**config.mk**
```make
export PLATFORM = sky130hd
export DESIGN_NAME = slice_index_sequencer
export DESIGN_NICKNAME = d
export VERILOG_FILES = /design/src/rtl/slice_index_sequencer.sv
export SDC_FILE = /design/constraint.sdc
export NUM_CORES = 1
export LEC_CHECK = 0
export CAP_MARGIN = 30
export CORE_MARGIN = 2
export CORE_UTILIZATION = 40
export CTS_BUF_LIST = sky130_fd_sc_hd__clkbuf_2 sky130_fd_sc_hd__clkbuf_4 sky130_fd_sc_hd__clkbuf_8
export CTS_CLUSTER_DIAMETER = 50
export DETAILED_ROUTE_END_ITERATION = 12
export GPL_TIMING_DRIVEN = 0
export PLACE_DENSITY = 0.68
export SETUP_SLACK_MARGIN = 0.15
export SLEW_MARGIN = 20
export SYNTH_ARGS = -nofsm -noshare
export SYNTH_HDL_FRONTEND = slang
export SYNTH_HIERARCHICAL = 1
export SYNTH_SLANG_ARGS = --single-unit
```
**constraint.sdc**
```tcl
create_clock -name clock -period 2.71 [get_ports clock]
set_input_delay 0.4065 -clock clock [delete_from_list [all_inputs] [get_ports clock]]
set_output_delay 0.4065 -clock clock [all_outputs]
set_load 0.02 [all_outputs]
```
**src/rtl/slice_index_sequencer.sv**
```systemverilog
// Operand-index sequencer: walks three source lanes and one destination lane
// through a strided slice, one element per non-stalled cycle.

module slice_index_sequencer_lane #(
  parameter int W = 8
) (
  input  logic         clock,
  input  logic         reset,
  input  logic         load,
  input  logic         adv,
  input  logic [W:0]   base,
  input  logic [W-1:0] stride,
  output logic [W:0]   cur_q
);
  logic [W-1:0] stride_q;
  logic [W:0]   cur_d;

  // The valid bit rides along untouched; only the index part advances and wraps.
  always_comb begin
    cur_d = cur_q;
    if (load)     cur_d = base;
    else if (adv) cur_d = {cur_q[W], cur_q[W-1:0] + stride_q};
  end

  always_ff @(posedge clock or negedge reset) begin
    if (!reset) begin
      cur_q    <= '0;
      stride_q <= '0;
    end else begin
      cur_q <= cur_d;
      if (load) stride_q <= stride;
    end
  end
endmodule

module slice_index_sequencer #(
  parameter int WIDTH_IDX = 8,
  parameter int WIDTH_LEN = 8
) (
  input  logic                 clock,
  input  logic                 reset,
  input  logic                 I_Req,
  output logic                 O_Ready,
  input  logic                 I_Stall,
  input  logic [WIDTH_IDX:0]   I_Src1_Base,
  input  logic [WIDTH_IDX:0]   I_Src2_Base,
  input  logic [WIDTH_IDX:0]   I_Src3_Base,
  input  logic [WIDTH_IDX:0]   I_Dst_Base,
  input  logic [WIDTH_IDX-1:0] I_Stride_Src,
  input  logic [WIDTH_IDX-1:0] I_Stride_Dst,
  input  logic [WIDTH_LEN-1:0] I_Slice_Len,
  output logic [WIDTH_IDX:0]   O_Idx1,
  output logic [WIDTH_IDX:0]   O_Idx2,
  output logic [WIDTH_IDX:0]   O_Idx3,
  output logic [WIDTH_IDX:0]   O_Dst,
  output logic [WIDTH_LEN-1:0] O_Slice_Len,
  output logic                 O_Last,
  output logic                 O_Busy
);
  localparam int NUM_LANES = 4;
  localparam logic ST_IDLE = 1'b0;
  localparam logic ST_RUN  = 1'b1;

  logic                 state_q, state_d;
  logic [WIDTH_LEN-1:0] cnt_q, cnt_d;
  logic [WIDTH_LEN-1:0] len_q, len_d;
  logic                 run, issue, last, accept, adv;

  logic [NUM_LANES-1:0][WIDTH_IDX:0]   base_w, cur_w, out_w;
  logic [NUM_LANES-1:0][WIDTH_IDX-1:0] stride_w;

  assign run     = (state_q == ST_RUN);
  assign issue   = run & ~I_Stall;
  assign last    = run & (cnt_q == '0);
  assign O_Ready = ~run | (issue & last);
  assign accept  = I_Req & O_Ready;
  assign adv     = issue & ~last;

  assign base_w   = {I_Dst_Base, I_Src3_Base, I_Src2_Base, I_Src1_Base};
  assign stride_w = {I_Stride_Dst, I_Stride_Src, I_Stride_Src, I_Stride_Src};

  for (genvar l = 0; l < NUM_LANES; l++) begin : g_lane
    slice_index_sequencer_lane #(.W(WIDTH_IDX)) u_lane (
      .clock  (clock),
      .reset  (reset),
      .load   (accept),
      .adv    (adv),
      .base   (base_w[l]),
      .stride (stride_w[l]),
      .cur_q  (cur_w[l])
    );
    // Lanes keep their last index in IDLE, but never advertise it as valid.
    assign out_w[l] = {cur_w[l][WIDTH_IDX] & run, cur_w[l][WIDTH_IDX-1:0]};
  end

  assign O_Idx1      = out_w[0];
  assign O_Idx2      = out_w[1];
  assign O_Idx3      = out_w[2];
  assign O_Dst       = out_w[3];
  assign O_Slice_Len = run ? len_q : '0;
  assign O_Last      = last;
  assign O_Busy      = run;

  // A last-element issue with a pending request reloads directly: no IDLE bubble.
  always_comb begin
    state_d = state_q;
    cnt_d   = cnt_q;
    len_d   = len_q;
    if (accept) begin
      state_d = ST_RUN;
      cnt_d   = I_Slice_Len;
      len_d   = I_Slice_Len;
    end else if (issue & last) begin
      state_d = ST_IDLE;
    end else if (adv) begin
      cnt_d = cnt_q - 1'b1;
    end
  end

  always_ff @(posedge clock or negedge reset) begin
    if (!reset) begin
      state_q <= ST_IDLE;
      cnt_q   <= '0;
      len_q   <= '0;
    end else begin
      state_q <= state_d;
      cnt_q   <= cnt_d;
      len_q   <= len_d;
    end
  end
endmodule

```
==> results summary, run 1 <==
In this run the worst hold path is classified as reg2reg. Counting distinct cell types in the post-synthesis netlist gives 57. In the final layout, the share of cells above drive strength 1 is between 10% and 20%. In this run, CTS created clock tree buffers numbering 9. The routability-driven placement congestion ratio came out at 0.8807. In this run the cell area measured after placement is 6561 um^2. For this design the static power due to leakage is approximately 3.0 nW. The total of warnings raised by yosys came out at 6.

The die height came out at 117.9 um. In this run the most critical hold path is launched from len_q[1]. In the layout the commonest cells are clkdlybuf4s50_1, dfrtp_1, nand2_1. A synthesized cell averages 9.728 um^2.

The number of iterations in the first detailed-routing pass came out at 4. The per-cell routed wire length is 14.98 um. The synthesis-to-finish area growth is 34.92%. The summed negative setup slack over all endpoints came out at 0 ns. The post-synthesis cell count came out at 533. The signal on the critical path passes through inv_1, ha_2, or3b_1, buf_6, nor2_2, and2_1, clkdlybuf4s15_1. For this run, the total global-route usage over all layers was measured as 18.83%. Sorting the synthesized cells by area gives the leading types as dfrtp_1, ha_1, mux2_2, nand2_1, o21ai_0.

No sink is reached through more buffers than the 2 on the longest clock path. The share of Yosys cell area claimed by the top area cell type came out at 41.02%. Buffers placed on the I/O ports in this run total 110. The wire-length estimate of the detail-placed layout is 9207 um.

The power per cell area came out at 894.9 nW/um^2. TritonCTS built the clock tree. STA classifies the critical path startpoint as a flip-flop. The total DRC errors in the routed layout came out at 0.

The aggregate routed wire length came out at 12680 um. The reported max-cap violation count came out at 0. For the final database, setup skew stands at 0.01112 ns. The cell taking the most area after synthesis is dfrtp_1. The starting density of the core came out at 41.09%. The hold-critical path depth came out at 2. Entering global routing, the biggest net connects 53 pins. The sequential area share after synthesis is 41.02%. The number of flops mapped to enable cells by yosys came out at 0. The slew at the pin with the worst max-slew slack is approximately 0.53 ns. The global-route wire length before repair came out at 21090 um. STA classifies the critical path endpoint as an output pin.

The row count is 41. The share of synthesized flip-flops with an asynchronous set or reset is 100.0%. The number of fill cells is 1146. The later-pin clock latency in the skew report came out at 0.37 ns.

The final period demand of the worst path is roughly 2.6 ns. The setup slack after layout is 0.1187 ns. The hold violation total from the final report came to 0. The normalized max-slew margin came out at between 60% and 70%. The most common flop cell mapped by yosys is dfrtp_1. Synthesis produced a netlist with a net count of 630. Across the whole layout, storage elements account for 2127 um^2. The floorplan core area came out at 12620 um^2.

The startpoint of the worst setup timing path is cnt_q[1]. The number of storage elements in the synthesis netlist came out at between 80 and 90. The worst endpoint required time is 2.30 ns. The largest single stage delay on the critical path is between 0.3 and 0.4 ns.

After detailed routing, the number of vias per cell comes to ~5.3. After clock tree synthesis, the clock-pin slew on the worst setup and hold paths is 0.09 ns. The clock drives 85 sinks. The path depth of the worst reg2reg path came out at 10. The arrival time at the worst endpoint came out at 2.18 ns. IR analysis of the VDD net gives a maximum drop of 457.2 uV.

The library cell used most frequently in the layout, excluding fill and tap cells, is clkdlybuf4s50_1. The total power draw came out at 6.260 mW. During I/O placement, the number of pins put on the boundary was 111. The total number of nets in the final design is 766.

The total inserted antenna cells is 0. The overall die area came out at 13890 um^2. OpenSTA, run right after detailed placement, puts the worst setup slack at -0.3330 ns. For this block, the initial DRC count from the detailed router was 209. The H-tree generated during clock tree synthesis spans 3 levels.

The initial antenna violation count came out at 0. The share of the clock period used by the worst path is 95.62%. The mapped cell area is 5185 um^2.

After the flow finishes, the layout carries non-filler instances totaling approximately 850. The run finished with clean final reports. The max-slew violation count came out at 0. The biggest fanout along the worst timing path is 5. The clock tree root buffer cell is clkbuf_8. In this run the remaining antenna-violating nets after routing total 0. Global routing finished with a remaining overflow of 0.

Setup violations remaining at the end of the flow were counted as 0. The cell with the biggest individual delay on the critical path is dfrtp_1. For this block, the via count after detailed routing is 4504.

The startpoint of the lowest-slack register-to-register path is cnt_q[1]. The area of all placed cells without fillers is about 7000 um^2. By startpoint and endpoint, the worst setup path is classified as reg2out.

The via count of the first global-routing pass came out at about 4300. Setup repair after global routing could not meet its margin everywhere. Timing would allow up to between 0.3 and 0.4 GHz. The total area of multi-input combinational cells is 2855 um^2.

The total placed cells including tap cells came out at about 800. The width of the die is 117.9 um.
[final timing paths]
path                       slack [ns]                   endpoint
setup / recovery                 0.12                     O_Last
hold reg to reg                  0.48                   len_q[1]
min in group asynchronous        0.53  g_lane[1].u_lane/cur_q[1]
setup reg to reg                 0.23  g_lane[3].u_lane/cur_q[7]
hold / removal                   0.48                   len_q[1]
max in group asynchronous        1.57  g_lane[3].u_lane/cur_q[2]
[per-layer routing]
| layer | vias up | GRT usage (%) | part of all wire [%] |
|---|---|---|---|
| li1 | 2181 | - | - |
| met1 | 2175 | 24.91 | 46 |
| met2 | 128 | 30.63 | 48 |
| met3 | 20 | 3.198 | 4.7 |
| met4 | 0 | 7.756 | 2.0 |
| met5 | - | 0 | 0 |
[registers in the layout (all words and copies together), names as in the netlist]
name / cells
g_lane.u_lane/cur_q: 36
g_lane.u_lane/stride_q: 32
cnt_q: 8
len_q: 8
O_Busy: 1
[report_power, final]
group | internal (mW) | total, mW | switching, mW
sequential | 1.67 | 2.01 | 0.337
clock | 0.577 | 1.05 | 0.469
combinational | 1.62 | 3.21 | 1.59
[metrics by stage]
stage                     hold WS, ns  utilization (%)
after floorplan                0.1109                -
after global placement         0.4540            51.79
after detailed placement       0.3887            51.99
after CTS                      0.4778            54.75
after global routing           0.5056            55.43
final                          0.4754            55.43
[kinds of logic (layout without fill, tap and decap cells)]
group                    Yosys count  after routing  share of synthesized area (%)
AO/OA/AOI/OAI                    135            135                          17.79
XOR/XNOR                           2              2                         0.3379
adder cells (fa/ha/maj)           33             33                          8.543
buffers and inverters             46            187                          4.151
flip-flops                        85             85                          41.02
multiplexers                      45             45                          9.556
AND/OR/NAND/NOR                  187            187                          18.61
[area by class of cell]
class	count	share of cell area, %
Inverter	25	1.449
Timing Repair Buffer	125	17.71
Clock inverter	4	1.002
Multi-Input combinational cell	402	40.82
Sequential cell	85	30.41
Clock buffer	12	2.272
Tap cell	172	3.076
Buffer	21	3.273
[cell usage after synthesis, drive strengths merged, types with 9 or more instances]
cell	instances
ha	29
nor2	28
mux2	36
o21ai	43
nor3	11
clkbuf	10
nand3	11
mux2i	9
nand2	71
a21oi	31
dfrtp	85
or3	12
nor2b	12
and2	14
nand3b	10
buf	11
inv	24
[timing repair]
item / CTS / global route
hold endpoints to repair: 33 / 0
setup endpoints to repair: 79 / 53
pin swaps: 2 / 2
setup buffers: 8 / 5
cloned: 0 / 0
hold buffers: 1 / 0
resized for setup: 22 / 19
[worst max-delay path: cells and delay by family (launching register included)]
kind	cells	cell delay, ns
flops	1	0.39
simple gates	3	0.73
buf+inv	3	0.51
fa+ha+maj	1	0.18
Power figures use the tool's default switching activity.
==> run 2, diff against run 1 <==
--- a/config.mk
+++ b/config.mk
@@ -5,7 +5,7 @@
 export SDC_FILE = /design/constraint.sdc
 export NUM_CORES = 1
 export LEC_CHECK = 0
-export CAP_MARGIN = 30
+export CAP_MARGIN = 20
 export CORE_MARGIN = 2
 export CORE_UTILIZATION = 40
 export CTS_BUF_LIST = sky130_fd_sc_hd__clkbuf_2 sky130_fd_sc_hd__clkbuf_4 sky130_fd_sc_hd__clkbuf_8
==> run 2 against run 1 <==
  * Final area unchanged
  * Worst hold slack unchanged
  * Clock skew unchanged
  * Critical path type unchanged
==> results summary, run 2 (synthesized netlist as in run 1, its figures left out) <==
The flow ran to the end, and the final reports show no timing, DRC or antenna violations. Across the VDD grid, the largest voltage drop is 457.2 uV. The global-route wire length before repair is around 21000 um. For flop-to-flop paths, the worst setup slack is 0.23 ns. The reported max-cap violation count is 0. At the placement stage, the worst setup path has a slack of -0.3330 ns. In the final layout, the registers with the most flip-flops are g_lane.u_lane/cur_q (36), g_lane.u_lane/stride_q (32).

The per-cell routed wire length is 14.98 um. The most common cell after layout, fill and taps aside is clkdlybuf4s50_1. The detailed-routed wire length on met3 is 596 um. The row count is 41. The total congestion overflow came out at 0. The hold violation total from the final report came out at 0. The number of sinks on the clock net came out at 85.

Of the cells placed in the final design, the portion with a size suffix greater than 1 is ~15%. Routability-driven placement finished with a final weighted congestion of 0.8807. The starting density of the core came out at 41.09%. The sum of net half-perimeters after detailed placement came out at between 9000 and 10000 um. The count of buffers added on input and output ports is 110. The I/O pin count is roughly 110. The top routing layer in use is met4. In this run the tightest slew margin relative to its limit is between 60% and 70%.

The worst setup path is of the reg2out kind. In this run the remaining antenna-violating nets after routing total 0. The aggregate routed wire length is 12680 um. The die covers 13890 um^2. For this run, the post-layout net count is around 770. The die height is 117.9 um. The kind of capture point of the worst setup path is an output pin. The hold-critical path depth came out at 2. On the final layout, the worst clock skew is 0.01112 ns. Derived from the worst setup path, the maximum achievable clock frequency is 0.3859 GHz. In this run the horizontal extent of the chip is 117.9 um. The number of flip-flops in the largest register is 36. For the worst setup path, the data arrival time is about 2.2 ns. The final count of negative-setup-slack endpoints is 0. The average via count per standard cell is 5.324. The amount of wire on met2 after detailed routing is between 6000 and 7000 um.

The repair_antennas step left the layout with diodes totalling 0. After layout, the worst setup slack is between 0.1 and 0.15 ns. Setup repair after global routing could not meet its margin everywhere. The later-pin clock latency in the skew report is 0.37 ns. The total CTS buffers is 9. The static leakage is 3.049 nW.

The initial antenna violation count came out at 0. The worst register-to-register path ends at g_lane[3].u_lane/cur_q[7]. The worst endpoint required time came out at 2.30 ns. The total vias in the final route is 4504. The summed negative setup slack over all endpoints is 0 ns. TritonCTS built the clock tree. The via count of the first global-routing pass came out at 4345. The overall routing resource usage is between 10% and 20%.

The total DRC errors in the routed layout came out at 0. The number of iterations in the first detailed-routing pass came out at 4. The slew at the pin with the worst max-slew slack is 0.5327 ns. Clock-pin slew was measured on the worst setup and hold paths at approximately 0.090 ns.

The register with the highest flop count is g_lane.u_lane/cur_q. The floorplan core area came out at 12620 um^2. STA classifies the critical path startpoint as a flip-flop.

The number of levels in the clock H-tree came out at 3. The synthesis-to-finish area growth is 34.92%. The worst hold path terminates at len_q[1]. The max-slew violation count is 0. In this run the worst hold path is classified as reg2reg. The path depth of the worst reg2reg path is 10. The top cell types in the final layout, fill and taps aside, are clkdlybuf4s50_1, dfrtp_1, nand2_1. The worst hold path begins at len_q[1]. The maximum number of pins on one net before global-route repair came out at 53. The worst register-to-register path begins at cnt_q[1]. The sum of routed wire segments on met1 is 5792 um.

The clock period could shrink to 2.591 ns. The clock tree root buffer cell is clkbuf_8. The deepest clock path buffer count came out at 2.

The biggest fanout along the worst timing path came out at 5. The initial DRC count came out at roughly 210. In this run the power density over the cells is 894.9 nW/um^2.

The share of the clock period used by the worst path is around 96%.
-- run 2: cell counts in the layout (fill, tap and decap cells not counted) --
No cell type changed its count.
-- run 2: worst max-delay path by stage --
stage	from	to	slack, ns	cells after the start
finish	cnt_q[1]	O_Last	0.12	7
global route	cnt_q[0]	O_Last	0.05	7
CTS	cnt_q[1]	O_Last	0.08	7
detailed placement	I_Stall	g_lane[3].u_lane/cur_q[7]	-0.33	7
global placement	reset	g_lane[3].u_lane/stride_q[2]	-1.99	1
floorplan	cnt_q[0]	g_lane[3].u_lane/cur_q[8]	0.14	11
-- run 2: area by class of cell --
cell class	count	area, um^2
Multi-Input combinational cell	402	2855
Timing Repair Buffer	125	1239
Clock inverter	4	70.07
Clock buffer	12	158.9
Sequential cell	85	2127
Inverter	25	101.3
Tap cell	172	215.2
Buffer	21	229.0
Fill cell	1146	5624
-- run 2: per-layer routing --
| metal | vias to the layer above | track usage, % |
|---|---|---|
| met5 | - | 0 |
| met4 | 0 | 7.756 |
| met3 | 20 | 3.198 |
| met2 | 128 | 30.63 |
| met1 | 2175 | 24.91 |
| li1 | 2181 | - |
-- run 2: through the flow --
stage          hold WS [ns]  cell area [um^2]  instances  util [%]  total power, mW
6_report             0.4754              6995        846     55.43            6.260
5_1_grt              0.5056              6995        846     55.43            6.748
4_1_cts              0.4778              6909        841     54.75            6.296
3_5_place_dp         0.3887              6561        816     51.99            5.168
3_3_place_gp         0.4540              6536        815     51.79            5.059
2_1_floorplan        0.1109              5220        533         -            4.082
-- run 2: repair_timing --
action | CTS | global route
endpoints found under the hold margin | 33 | 0
gates resized for setup | 22 | 19
pin swaps | 2 | 2
buffers inserted | 8 | 5
setup endpoints to repair | 79 | 53
hold buffers | 1 | 0
-- run 2: power breakdown --
part           leakage, nW  switching [mW]  internal [mW]  total [mW]
Sequential            1.03           0.337           1.67        2.01
Clock                0.120           0.469          0.577        1.05
Combinational         1.90            1.59           1.62        3.21
Total                 3.05            2.39           3.87        6.26
-- run 2: critical path, cell delays in order (launching register included) --
cell             delay [ns]
dfrtp_1                0.39
inv_1                  0.07
ha_2                   0.18
or3b_1                 0.37
buf_6                  0.15
nor2_2                 0.20
and2_1                 0.16
clkdlybuf4s15_1        0.29
